**config.mk**
```make
export PLATFORM = sky130hd
export DESIGN_NAME = rgb_fade_pwm
export DESIGN_NICKNAME = d
export VERILOG_FILES = /design/src/rtl/rgb_fade_pwm.sv
export SDC_FILE = /design/constraint.sdc
export NUM_CORES = 1
export LEC_CHECK = 0
export BUFFER_PORTS_ARGS = -buffer_cell sky130_fd_sc_hd__clkbuf_2
export CAP_MARGIN = 40
export CORE_AREA = 3 3 107 109
export CTS_CLUSTER_SIZE = 12
export DETAILED_ROUTE_END_ITERATION = 16
export DIE_AREA = 0 0 110 112
export PLACE_DENSITY_LB_ADDON = 0.3
export SKIP_LAST_GASP = 1
export SLEW_MARGIN = 20
export SYNTH_ARGS = -nofsm -noshare
export SYNTH_HDL_FRONTEND = slang
export SYNTH_SLANG_ARGS = --single-unit
```
**constraint.sdc**
```tcl
create_clock -name i_clk -period 7.2 [get_ports i_clk]
set_input_delay 0.36 -clock i_clk [delete_from_list [all_inputs] [get_ports i_clk]]
set_output_delay 0.36 -clock i_clk [all_outputs]
set_load 0.02 [all_outputs]
```
**src/rtl/rgb_fade_pwm.sv**
```systemverilog
// rgb_fade_pwm: three-channel 8-bit PWM LED driver with linear duty fading.
// Each channel ramps one duty step per RAMP_DIV cycles toward
// (colour bit ? sampled level : 0). The duty in use is latched once per PWM
// period, so the on-width never changes inside a period.
module rgb_fade_pwm #(
   parameter int unsigned RAMP_DIV   = 1024,
   parameter bit          ACTIVE_LOW = 1'b0
) (
   input  logic       i_clk,
   input  logic       i_rst,
   input  logic [2:0] i_colour,
   input  logic [7:0] i_level,
   output logic       o_ledr,
   output logic       o_ledg,
   output logic       o_ledb,
   output logic       o_settled
);

   localparam logic [15:0] DIV_LAST = 16'(RAMP_DIV - 1);

   // Channel index follows i_colour: 2 = red, 1 = green, 0 = blue.
   logic [7:0]      pwm_cnt_q, pwm_cnt_d;
   logic [15:0]     div_cnt_q, div_cnt_d;
   logic [7:0]      level_q, level_d;
   logic [2:0][7:0] duty_q, duty_d;
   logic [2:0][7:0] duty_act_q, duty_act_d;
   logic [2:0][7:0] target;
   logic [2:0]      led_q, led_d;
   logic            settled_q, settled_d;
   logic            tick;
   logic            wrap;

   assign tick = (div_cnt_q == DIV_LAST);
   assign wrap = (pwm_cnt_q == 8'hFF);

   // Per-channel target: sampled brightness when requested on, else dark.
   always_comb begin
      target = '0;
      for (int unsigned i = 0; i < 3; i++) begin
         target[i] = i_colour[i] ? level_q : 8'd0;
      end
   end

   // Next-state: counters, level sample, unit-step ramp, period latch, compare.
   always_comb begin
      pwm_cnt_d  = pwm_cnt_q + 8'd1;
      div_cnt_d  = tick ? 16'd0 : div_cnt_q + 16'd1;
      level_d    = wrap ? i_level : level_q;
      duty_d     = duty_q;
      duty_act_d = wrap ? duty_q : duty_act_q;
      led_d      = '0;
      for (int unsigned i = 0; i < 3; i++) begin
         if (tick) begin
            if (duty_q[i] < target[i]) begin
               duty_d[i] = duty_q[i] + 8'd1;
            end else if (duty_q[i] > target[i]) begin
               duty_d[i] = duty_q[i] - 8'd1;
            end
         end
         led_d[i] = (pwm_cnt_q < duty_act_q[i]);
      end
      settled_d = (duty_q == target);
   end

   // State register; reset leaves LEDs dark and the ramp reported as settled.
   always_ff @(posedge i_clk or posedge i_rst) begin
      if (i_rst) begin
         pwm_cnt_q  <= '0;
         div_cnt_q  <= '0;
         level_q    <= '0;
         duty_q     <= '0;
         duty_act_q <= '0;
         led_q      <= '0;
         settled_q  <= 1'b1;
      end else begin
         pwm_cnt_q  <= pwm_cnt_d;
         div_cnt_q  <= div_cnt_d;
         level_q    <= level_d;
         duty_q     <= duty_d;
         duty_act_q <= duty_act_d;
         led_q      <= led_d;
         settled_q  <= settled_d;
      end
   end

   assign o_ledr    = led_q[2] ^ ACTIVE_LOW;
   assign o_ledg    = led_q[1] ^ ACTIVE_LOW;
   assign o_ledb    = led_q[0] ^ ACTIVE_LOW;
   assign o_settled = settled_q;

endmodule

```
==> results.ini, run 1 <==
[clock_tree]
cts_buffer_depth = 2
cts_setup_buffers = 0
cts_root_buffer = clkbuf_8
cts.sinks = 84
postCtsHoldBufs = 0
clkTransAtPathRegs_ps = 100
cts_made_buffers = 9
htreeDepth = 3
cts_tree = yes
clk_latency_ps = 380
cts-resized-gates = 0

[sta]
slew_violations = 0
clock.fmax_mhz = 288.8
min_period_over_period_pct = 48.09
setup_tns_ps = 0
slew_headroom_pct = 54.46
hold_viol = 0
rsz0062_at_grt = false
min_period_ps = 3463
hold_ws_ps = 60.07
worstMarginPinSlew_ps = 677.8
fin_skew_ps = 20.07
finalSetupViolCount = 0
layout_setup_ws_ps = 3737

[critical_path]
start_kind = flip-flop
cp_data_arrival_time_ps = 3710
critPathMaxFanout = 7
cp.required_ps = 7450
crit_type = flip-flop to flip-flop
cp-end-kind = flip-flop

[synthesis]
syn_area_um2 = 5288
ys_seq_area_share_pct = 39.78
synth_seq_cells = 84
yosysWarnings = 0
syn_nets = 597
syn_avg_cell_area_um2 = 10.43
yosys.cell_types.count = 39
synthCells = 507

[finish]
layout-drive-gt1-share_pct = 14.29
post-route-util_pct = 53.61
stdcell_area_um2 = 5736
antenna-diode-count = 0
nNetsFinal = 617
syn2layout_area_growth_pct = 8.471

[min_path]
hold_class = input port to async pin

[drt]
drtIter0Drc = 156
firstDrtPassIters = 4
antenna_left = 0
via_per_inst = 5.357
wire_per_inst_um = 15.03
wl_mm = 10.10
via_count = 3600
drc = 0

[placement]
place_area_um2 = 5539
dp_slack_ps = 3663
dp.final_hpwl_mm = 7.597
place_congestion = 0.8229
port_buffers = 16

[die]
ios = 17
die_w_um = 110
die_h_um = 112
die_area_um2 = 12320
num_rows = 38
initial_core_util_pct = 49.43
core_area_um2 = 10700

[power]
leakage_nw = 2.833
ir_worst_vdd_mv = 0.07004
power_density_nw_per_um2 = 142.5

[global_route]
grt_pass1_vias = 3523
grt-ovfl-total = 0
grt_first_pass_wirelength_mm = 17.68
grt_util_all_layers_pct = 18.40
grt_start_max_net_pins = 54
antenna_found_initial = 0

[run_status]
status = finished, final reports clean

[job]
cap_violations = 0

==> flip-flops by register name (all words and copies together), names as in the netlist <==
name and count:
duty_act_q 24, duty_q 24, div_cnt_q 16, level_q 8, pwm_cnt_q 8, led_q 3
o_settled 1
==> worst max-delay path: stages, from the launching register on <==
cell and delay, ps:
dfrtp_1 450, nand2_1 110, ha_1 290, nor2b_1 140, o211ai_1 150, a21oi_1 100, a211oi_2 370, inv_1 230
fa_1 450, a21o_1 200, a21oi_1 230, o21bai_1 90, a21oi_1 180, xnor2_1 80, mux2_4 260
==> metrics by stage <==
step | std cells | power [mW]
2_1_floorplan | 507 | 0.4893
3_3_place_gp | 655 | 0.4954
3_5_place_dp | 656 | 0.4977
4_1_cts | 672 | 0.8282
5_1_grt | 672 | 0.8497
6_report | 672 | 0.8172
==> path summary, 6_finish.rpt <==
path	start	endpoint	slack, ps	cells after the start
max	level_q[1]	duty_q[22]	3740	14
min	i_rst	div_cnt_q[10]	60	3
max reg2reg	level_q[1]	duty_q[22]	3740	14
min reg2reg	div_cnt_q[4]	div_cnt_q[4]	470	1
max in group asynchronous	i_rst	o_settled	6470	4
min in group i_clk	i_level[1]	level_q[1]	220	2
==> layout by cell type (no fill, tap or decap), drive strengths merged, types with 4 or more instances in the layout <==
master	n
a21o	16
o211ai	4
inv	35
a31oi	5
xnor2	21
nand2b	5
mux2	29
nand2	61
clkinv	4
nand3	22
a21oi	29
nor2	11
clkbuf	27
dfrtp	83
and3	6
nand4	13
and2	4
o21ai	33
ha	74
xor2	18
==> cells by family (layout without fill, tap and decap cells) <==
logic type | Yosys count | after routing | share of synthesized area, %
and+or+nand+nor | 134 | 134 | 12.04
AOI/OAI and AO/OA | 96 | 96 | 11.67
buffers and inverters | 45 | 70 | 3.384
xor gates and xnor gates | 39 | 39 | 6.460
adders and majority gates | 77 | 77 | 18.65
DFF | 84 | 84 | 39.78
muxes | 32 | 32 | 8.022
==> metal layers <==
layer / GRT usage (%) / vias to the layer above / share of wire [%]
met5: 0 / - / 0
met4: 8.396 / 0 / 2.2
met3: 2.493 / 17 / 3.6
met2: 27.95 / 64 / 46
met1: 26.00 / 1710 / 48
li1: - / 1809 / -
==> where the power goes <==
group,leakage [nW],internal (mW),switching [mW]
sequential,1.14,0.471,0
clock,0.0976,0.148,0.182
combinational,1.59,0.00435,0.0116
==> cells in the mapped netlist (all sizes together) <==
cell | instances | share of area (%)
a21boi | 2 | 0.28
or2 | 3 | 0.35
nor4 | 3 | 0.35
and3 | 6 | 0.71
o21a | 1 | 0.14
ha | 74 | 18
mux2i | 3 | 0.57
a211oi | 2 | 0.38
nor3b | 1 | 0.14
fa | 3 | 1.1
a21oi | 29 | 2.7
buf | 3 | 0.40
inv | 35 | 2.5
a21o | 16 | 2.3
xnor2 | 21 | 3.5
nor2b | 3 | 0.35
nand4 | 13 | 1.7
o21ai | 33 | 3.8
a31oi | 5 | 0.59
mux2 | 29 | 7.5
o211ai | 4 | 0.57
and2 | 4 | 0.50
dfstp | 1 | 0.50
nor3 | 2 | 0.19
a311oi | 1 | 0.50
nor2 | 11 | 0.78
xor2 | 18 | 3.0
o21bai | 3 | 0.43
nand3 | 22 | 2.1
nand2b | 5 | 0.59
nand2 | 61 | 4.3
clkbuf | 7 | 0.50
dfrtp | 83 | 39
==> final cells by class <==
| type | count | area, um2 |
|---|---|---|
| Fill cell | 967 | 4962 |
| Multi-Input combinational cell | 378 | 3005 |
| Sequential cell | 84 | 2103 |
| Tap cell | 140 | 175.2 |
| Clock buffer | 11 | 151.4 |
| Inverter | 35 | 132.6 |
| Timing Repair Buffer | 19 | 122.6 |
| Clock inverter | 5 | 45.04 |
(Power assumes the default switching activity.)
==> run 2, diff against run 1 <==
- ABC_AREA: unset -> 1
- CORE_AREA: 3 3 107 109 -> 3 3 109 111
- DIE_AREA: 0 0 110 112 -> 0 0 112 114
- clock period: 7.2 -> 2.78 ns (I/O delays scaled with it)
==> run 2 against run 1 <==
Count of clock-buffer cells in the layout shrank 1. Final cell count rose by 25%. Hold slack lost 33 ps. Clock skew is 7.9 ps lower. Sequential power rose to 2.6 times the previous value. Critical endpoint is now duty_q[23]. Largest power group unchanged. Clock power grew to 2.7 times the previous value. Synthesized cell count rose by 28%. Critical path type unchanged. Fmax increased by 35%. Worst setup slack got worse by 3500 ps. First-iteration DRC count grew 120%. Sequential share of layout area fell by 2.4 points. Utilization grew 2.8 points.
==> results.ini, run 2 <==
[run_status]
status = finished, final reports clean  ; unchanged

[clock_tree]
clk_latency_ps = 380  ; about the same
cts_buffer_depth = 2  ; unchanged
cts_root_buffer = clkbuf_8  ; unchanged
cts_tree = yes  ; unchanged
clkTransAtPathRegs_ps = 90  ; was 100 ps
cts.sinks = 84  ; unchanged
cts_made_buffers = 9  ; unchanged
htreeDepth = 3  ; unchanged

[power]
leakage_nw = 3.280  ; was 2.833 nW
intPower_mw = 1.733  ; was 0.6240 mW
ir_worst_vdd_mv = 0.4172  ; was 0.07004 mV
pwr-share-comb_pct = 8.8  ; was 2.0%
seq_power_share_pct = 52.8  ; was 57.7%
pwr-share-clk_pct = 38.3  ; was 40.4%
switching_share_pct = 25.86  ; was 23.64%
power_density_nw_per_um2 = 380.4  ; was 142.5 nW/um2
p_sw_mw = 0.6042  ; was 0.1932 mW

[critical_path]
cp_common_cell = nand2_1  ; was a21oi_1
cp.required_ps = 3060  ; was 7450 ps
crit_type = flip-flop to flip-flop  ; unchanged
cp_slowest_cell = dfrtp_1  ; unchanged
cp_data_arrival_time_ps = 2840  ; was 3710 ps
critPathMaxFanout = 9  ; was 7
start_kind = flip-flop  ; unchanged
critPathMaxStageDelay_ps = 410  ; was 450 ps
cp-end-kind = flip-flop  ; unchanged
cp_cell_sequence = nand2_1, ha_1, a21o_1, nor2_1, nand2_2, ha_1, o21ai_1, nor2_1, nor2_1, inv_1, nand2_1, nand2_1, nand2_1, nand2_1  ; was nand2_1, ha_1, nor2b_1, o211ai_1, a21oi_1, a211oi_2, inv_1, fa_1, a21o_1, a21oi_1, o21bai_1, a21oi_1, xnor2_1, mux2_4

[placement]
port_buffers = 16  ; unchanged
placedCellCount = 812  ; was 656
dp_slack_ps = 26.42  ; was 3663 ps
place_area_um2 = 5812  ; was 5539 um2
place_congestion = 0.9288  ; was 0.8229
dp.final_hpwl_mm = 9.379  ; was 7.597 mm

[sta]
finalSetupViolCount = 0  ; unchanged
setup_tns_ps = 0  ; unchanged
min_period_ps = 2567  ; was 3463 ps
fin_skew_ps = 12.17  ; was 20.07 ps
layout_setup_ws_ps = 212.9  ; was 3737 ps
min_period_over_period_pct = 92.34  ; was 48.09%
hold_viol = 0  ; unchanged
clock.fmax_mhz = 389.5  ; was 288.8 MHz
worstMarginPinSlew_ps = 682.0  ; was 677.8 ps
slew_violations = 0  ; unchanged
slew_headroom_pct = 54.37  ; was 54.46%
rsz0062_at_grt = true  ; was false

[die]
die_area_um2 = 12770  ; was 12,320 um2
num_rows = 38  ; unchanged
core_area_um2 = 10890  ; was 10,700 um2
ios = 17  ; unchanged
die_w_um = 112  ; was 110 um
die_h_um = 114  ; was 112 um
initial_core_util_pct = 50.09  ; was 49.43%

[global_route]
grt_start_max_net_pins = 36  ; was 54
grt_pass1_vias = 4355  ; was 3,523
grt_util_all_layers_pct = 20.14  ; was 18.40%
grt_first_pass_wirelength_mm = 20.61  ; was 17.68 mm
antenna_found_initial = 0  ; unchanged
grt-ovfl-total = 0  ; unchanged

[drt]
drc = 0  ; unchanged
via_count = 4349  ; was 3,600
wl_mm = 11.92  ; was 10.10 mm
drtIter0Drc = 336  ; was 156
wire_per_inst_um = 14.21  ; was 15.03 um
via_per_inst = 5.184  ; was 5.357
firstDrtPassIters = 5  ; was 4
antenna_left = 0  ; unchanged

[finish]
antenna-diode-count = 0  ; unchanged
fin_cells = 839  ; was 672
final_common_cell = nand2_1  ; was dfrtp_1
stdcell_area_um2 = 6143  ; was 5736 um2
post-route-util_pct = 56.42  ; was 53.61%
layout-drive-gt1-share_pct = 11.30  ; was 14.29%
final_cell_mix = nand2_1 (150), dfrtp_1 (83), ha_1 (72)  ; was dfrtp_1 (83), ha_1 (74), nand2_1 (61)
nNetsFinal = 784  ; was 617
largestRegisters = duty_act_q: 24 flops, duty_q: 24 flops, div_cnt_q: 16 flops  ; unchanged
syn2layout_area_growth_pct = 12.64  ; was 8.471%

[synthesis]
ys_seq_area_share_pct = 38.56  ; was 39.78%
synth_top_area_share_pct = 38.08  ; was 39.28%
synthFlopType = dfrtp_1  ; unchanged
async_flop_share_pct = 100.0  ; unchanged
synth_edf_count = 0  ; unchanged
synthCells = 648  ; was 507
yosys.cell_types.count = 32  ; was 39
syn_avg_cell_area_um2 = 8.417  ; was 10.43 um2
synth_top_area_cell = dfrtp_1  ; unchanged
syn_area_um2 = 5454  ; was 5288 um2
synth_seq_cells = 84  ; unchanged
synth.most_common_cell = nand2_1  ; was dfrtp_1
syn_nets = 738  ; was 597
yosys-top-cells-area = dfrtp_1 (38%), ha_1 (17%), nand2_1 (11%)  ; was dfrtp_1 (39%), ha_1 (18%), mux2_4 (5.1%)
yosysWarnings = 0  ; unchanged
synth_common_cells = nand2_1 (154), dfrtp_1 (83), ha_1 (74)  ; was dfrtp_1 (83), ha_1 (74), nand2_1 (61)

[job]
cap_violations = 0  ; unchanged

[min_path]
hold_class = input port to flip-flop  ; was input port to async pin

## run 2: kinds of logic (layout without fill, tap and decap cells)
kind of cell,count (synthesis),in the layout,share of synthesized area (%)
XOR/XNOR,33,33,5.299
AND/OR/NAND/NOR,271,271,21.50
buffers and inverters,80,131,5.643
AO/OA/AOI/OAI,95,95,9.268
adder cells (fa/ha/maj),77,77,18.08
multiplexers,8,8,1.652
flip-flops,84,84,38.56
## run 2: final cells by class
class | count | area [um2]
fill | 996 | 4745
multi-input combinational | 484 | 3074
sequential | 84 | 2103
timing repair buffer | 44 | 322.8
inverter | 71 | 267.8
tap | 140 | 175.2
clock buffer | 10 | 127.6
clock inverter | 6 | 72.57
## run 2: repair_timing
| action | CTS | global route |
|---|---|---|
| gates resized for setup | 0 | 9 |
| hold buffers | 8 | 0 |
| endpoints found under the hold margin | 40 | 0 |
| buffers inserted | 0 | 3 |
| endpoints found under the setup margin | 0 | 12 |
## run 2: metal layers
metal  part of all wire, %  track usage (%)  vias to the layer above
li1                      -                -                     2217
met1                    48            26.95                     2042
met2                    47            32.85                       78
met3                   4.0            5.093                       12
met4                   1.3            5.369                        0
met5                     0                0                        -
## run 2: final timing paths
check                                   start  depth (start not counted)       endpoint  slack, ps
min in group asynchronous               i_rst                          3      duty_q[6]        350
worst min-delay path               i_level[3]                          2     level_q[3]         30
worst max-delay path               level_q[7]                         14     duty_q[23]        210
worst min register to register  div_cnt_q[15]                          1  div_cnt_q[15]        470
max in group asynchronous               i_rst                          4      o_settled       1750
worst max register to register     level_q[7]                         14     duty_q[23]        210
## run 2: power groups by stage
stage | clock, mW | combinational (mW) | sequential [mW]
after floorplan | 0 | 0.140 | 1.26
after global placement | 0 | 0.188 | 1.26
after detailed placement | 0 | 0.192 | 1.26
after CTS | 0.923 | 0.202 | 1.23
after global routing | 0.978 | 0.236 | 1.24
final | 0.895 | 0.207 | 1.23
## run 2: worst max-delay path, delay by kind of cell, from the launching register on
kind | cells | cell delay (ps)
compound gates | 2 | 440
buf+inv | 1 | 50
flops | 1 | 410
simple gates | 9 | 870
fa+ha+maj | 2 | 680
## run 2: per-stage QoR
step                hold slack (ps)  power (mW)
finish                        26.81       2.337
global route                  3.655       2.450
CTS                           3.052       2.359
detailed placement            229.1       1.451
global placement              212.9       1.447
floorplan                     270.7       1.395
==> run 3, diff against run 2 <==
- CELL_PAD_IN_SITES_DETAIL_PLACEMENT: unset -> 1
- CELL_PAD_IN_SITES_GLOBAL_PLACEMENT: unset -> 1
- CORE_AREA: 3 3 109 111 -> 3 3 117 119
- DIE_AREA: 0 0 112 114 -> 0 0 120 122
==> run 3 against run 2 <==
Total power rose by 17%. Critical path type unchanged. First-iteration DRC count down 46%. Hold slack lost 5.0 ps. Final cell count increased by 3.5%. Flip-flop and latch count unchanged. Sequential share of layout area down 0.67 points.
==> results.ini, run 3 (same netlist as run 2, synthesis figures left out) <==
[critical_path]
crit_family = simple AND/OR/NAND/NOR gates  ; unchanged
worstRegToRegCells = 16  ; was 14
cp_cell_sequence = nand2_1, ha_1, nand2_1, nor2_1, nor2_1, nand2_2, ha_2, nand3_1, nand3_1, nand2_1, nor2_1, nor2_1, nand3_1, nand2_1, nand2_1, nand2_1  ; was nand2_1, ha_1, a21o_1, nor2_1, nand2_2, ha_1, o21ai_1, nor2_1, nor2_1, inv_1, nand2_1, nand2_1, nand2_1, nand2_1
critPathMaxFanout = 10  ; was 9
crit_type = flip-flop to flip-flop  ; unchanged
cp-end-kind = flip-flop  ; unchanged
cp_slowest_cell = ha_2  ; was dfrtp_1
cp_data_arrival_time_ps = 2850  ; was 2840 ps
critPathMaxStageDelay_ps = 440  ; was 410 ps
worst-path-buf-inv = 0  ; was 1
cp_common_cell = nand2_1  ; unchanged
cp.required_ps = 3020  ; was 3060 ps
start_kind = flip-flop  ; unchanged
path_depth = 16  ; was 14

[clock_tree]
clkTransAtPathRegs_ps = 60  ; was 90 ps
cts_tree = yes  ; unchanged
cts_buffer_depth = 2  ; unchanged
clk_latency_ps = 350  ; was 380 ps
cts_setup_buffers = 0  ; unchanged
cts.sinks = 84  ; unchanged
htreeDepth = 3  ; unchanged
cts_made_buffers = 9  ; unchanged
cts_root_buffer = clkbuf_16  ; was clkbuf_8

[sta]
layout_setup_ws_ps = 173.9  ; was 212.9 ps
min_period_over_period_pct = 93.74  ; was 92.34%
finalSetupViolCount = 0  ; unchanged
slew_violations = 0  ; unchanged
rsz0062_at_grt = true  ; unchanged
hold_viol = 0  ; unchanged
fin_skew_ps = 7.266  ; was 12.17 ps
worstMarginPinSlew_ps = 639.6  ; was 682.0 ps
slew_headroom_pct = 57.31  ; was 54.37%
min_period_ps = 2606  ; was 2567 ps
clock.fmax_mhz = 383.7  ; was 389.5 MHz

[placement]
place_congestion = 0.8913  ; was 0.9288
dp_slack_ps = -24.24  ; was 26.42 ps
dp.final_hpwl_mm = 11.45  ; was 9.379 mm
placedCellCount = 849  ; was 812
port_buffers = 16  ; unchanged

[finish]
nNetsFinal = 781  ; was 784
antenna-diode-count = 0  ; unchanged
syn2layout_area_growth_pct = 14.89  ; was 12.64%
final_common_cell = nand2_1  ; unchanged
final_cell_mix = nand2_1 (149), dfrtp_1 (83), ha_1 (71)  ; was nand2_1 (150), dfrtp_1 (83), ha_1 (72)
fin_cells = 868  ; was 839
largestRegisters = duty_act_q: 24 flops, duty_q: 24 flops, div_cnt_q: 16 flops  ; unchanged
layout-drive-gt1-share_pct = 12.21  ; was 11.30%
nFillCells = 1533  ; was 996

[power]
p_sw_mw = 0.6440  ; was 0.6042 mW
intPower_mw = 2.088  ; was 1.733 mW
seq_power_share_pct = 45.3  ; was 52.8%
power_density_nw_per_um2 = 436.0  ; was 380.4 nW/um2
switching_share_pct = 23.57  ; was 25.86%
ir_worst_vdd_mv = 0.3655  ; was 0.4172 mV
pwr-share-comb_pct = 7.6  ; was 8.8%
pwr-share-clk_pct = 47.2  ; was 38.3%
leakage_nw = 3.314  ; was 3.280 nW

[die]
num_rows = 41  ; was 38
core_area_um2 = 12670  ; was 10,890 um2
ios = 17  ; unchanged
die_h_um = 122  ; was 114 um
die_area_um2 = 14640  ; was 12,770 um2
initial_core_util_pct = 43.04  ; was 50.09%
die_w_um = 120  ; was 112 um

[min_path]
hold_class = input port to flip-flop  ; unchanged
min_path_cells = 2  ; unchanged

[job]
cap_violations = 0  ; unchanged

[global_route]
grt_util_all_layers_pct = 21.50  ; was 20.14%
grt_start_max_net_pins = 36  ; unchanged
grt_first_pass_wirelength_mm = 24.41  ; was 20.61 mm
grt-ovfl-total = 0  ; unchanged
antenna_found_initial = 0  ; unchanged
grt_pass1_vias = 5017  ; was 4,355

[drt]
wire_per_inst_um = 16.65  ; was 14.21 um
drtIter0Drc = 182  ; was 336
antenna_left = 0  ; unchanged
wl_mm = 14.45  ; was 11.92 mm
firstDrtPassIters = 4  ; was 5
drc = 0  ; unchanged
via_per_inst = 5.237  ; was 5.184
via_count = 4546  ; was 4,349

[run_status]
status = finished, final reports clean  ; unchanged

==> run 3: area by class of cell <==
cell class / instances / area [um2] / area share, %
repair buffers: 41 / 275.3 / 4.393
clock buffers: 10 / 229.0 / 3.654
multi-input cells: 484 / 3087 / 49.26
flip-flops and latches: 84 / 2103 / 33.57
clock inverters: 6 / 88.84 / 1.418
well taps: 172 / 215.2 / 3.434
inverters: 71 / 267.8 / 4.273
==> run 3: per-stage QoR <==
stage	TNS (ps)	instance area, um2	util (%)	power (mW)	hold WS, ps
global placement	0	5877	46.38	1.448	216.8
CTS	0	6225	49.13	2.761	9.162
floorplan	0	5454	-	1.395	270.7
finish	0	6266	49.45	2.732	21.79
detailed placement	-24.47	5877	46.38	1.459	223.5
global route	-103.6	6266	49.45	2.834	20.10
==> run 3: layer usage <==
layer  vias to the layer above  routed length, um  global-route usage, %  part of all wire, %
met5                         -                  0                      0                    0
met4                         0                361                  8.304                  2.5
met3                        28                475                  4.596                  3.3
met2                        67               7211                  37.58                   50
met1                      2232               6404                  25.98                   44
li1                       2219                  -                      -                    -
==> run 3: final timing paths <==
| path | from | end | slack, ps |
|---|---|---|---|
| worst max-delay path | level_q[6] | duty_q[7] | 170 |
| worst min-delay path | i_level[4] | level_q[4] | 20 |
| worst max register to register | level_q[6] | duty_q[7] | 170 |
| worst min register to register | div_cnt_q[15] | div_cnt_q[15] | 490 |
| max in group asynchronous | i_rst | duty_q[23] | 1610 |
| min in group asynchronous | i_rst | duty_act_q[6] | 380 |
==> run 3: power groups by stage <==
stage,combinational [mW],sequential (mW),clock [mW]
after floorplan,0.140,1.26,0
after global placement,0.190,1.26,0
after detailed placement,0.200,1.26,0
after CTS,0.205,1.24,1.32
after global routing,0.235,1.24,1.36
final,0.206,1.24,1.29
==> run 3: timing repair <==
item	CTS	global route
hold buffers	3	0
endpoints found under the hold margin	34	0
pin swaps	0	1
resized for setup	1	12
endpoints found under the setup margin	2	13
==> run 3: worst reg2reg max path: cells and delay by family (launching register included) <==
kind                       cells  cell delay, ps
adders and majority gates      2             750
and+or+nand+nor               14            1330
DFF                            1             430
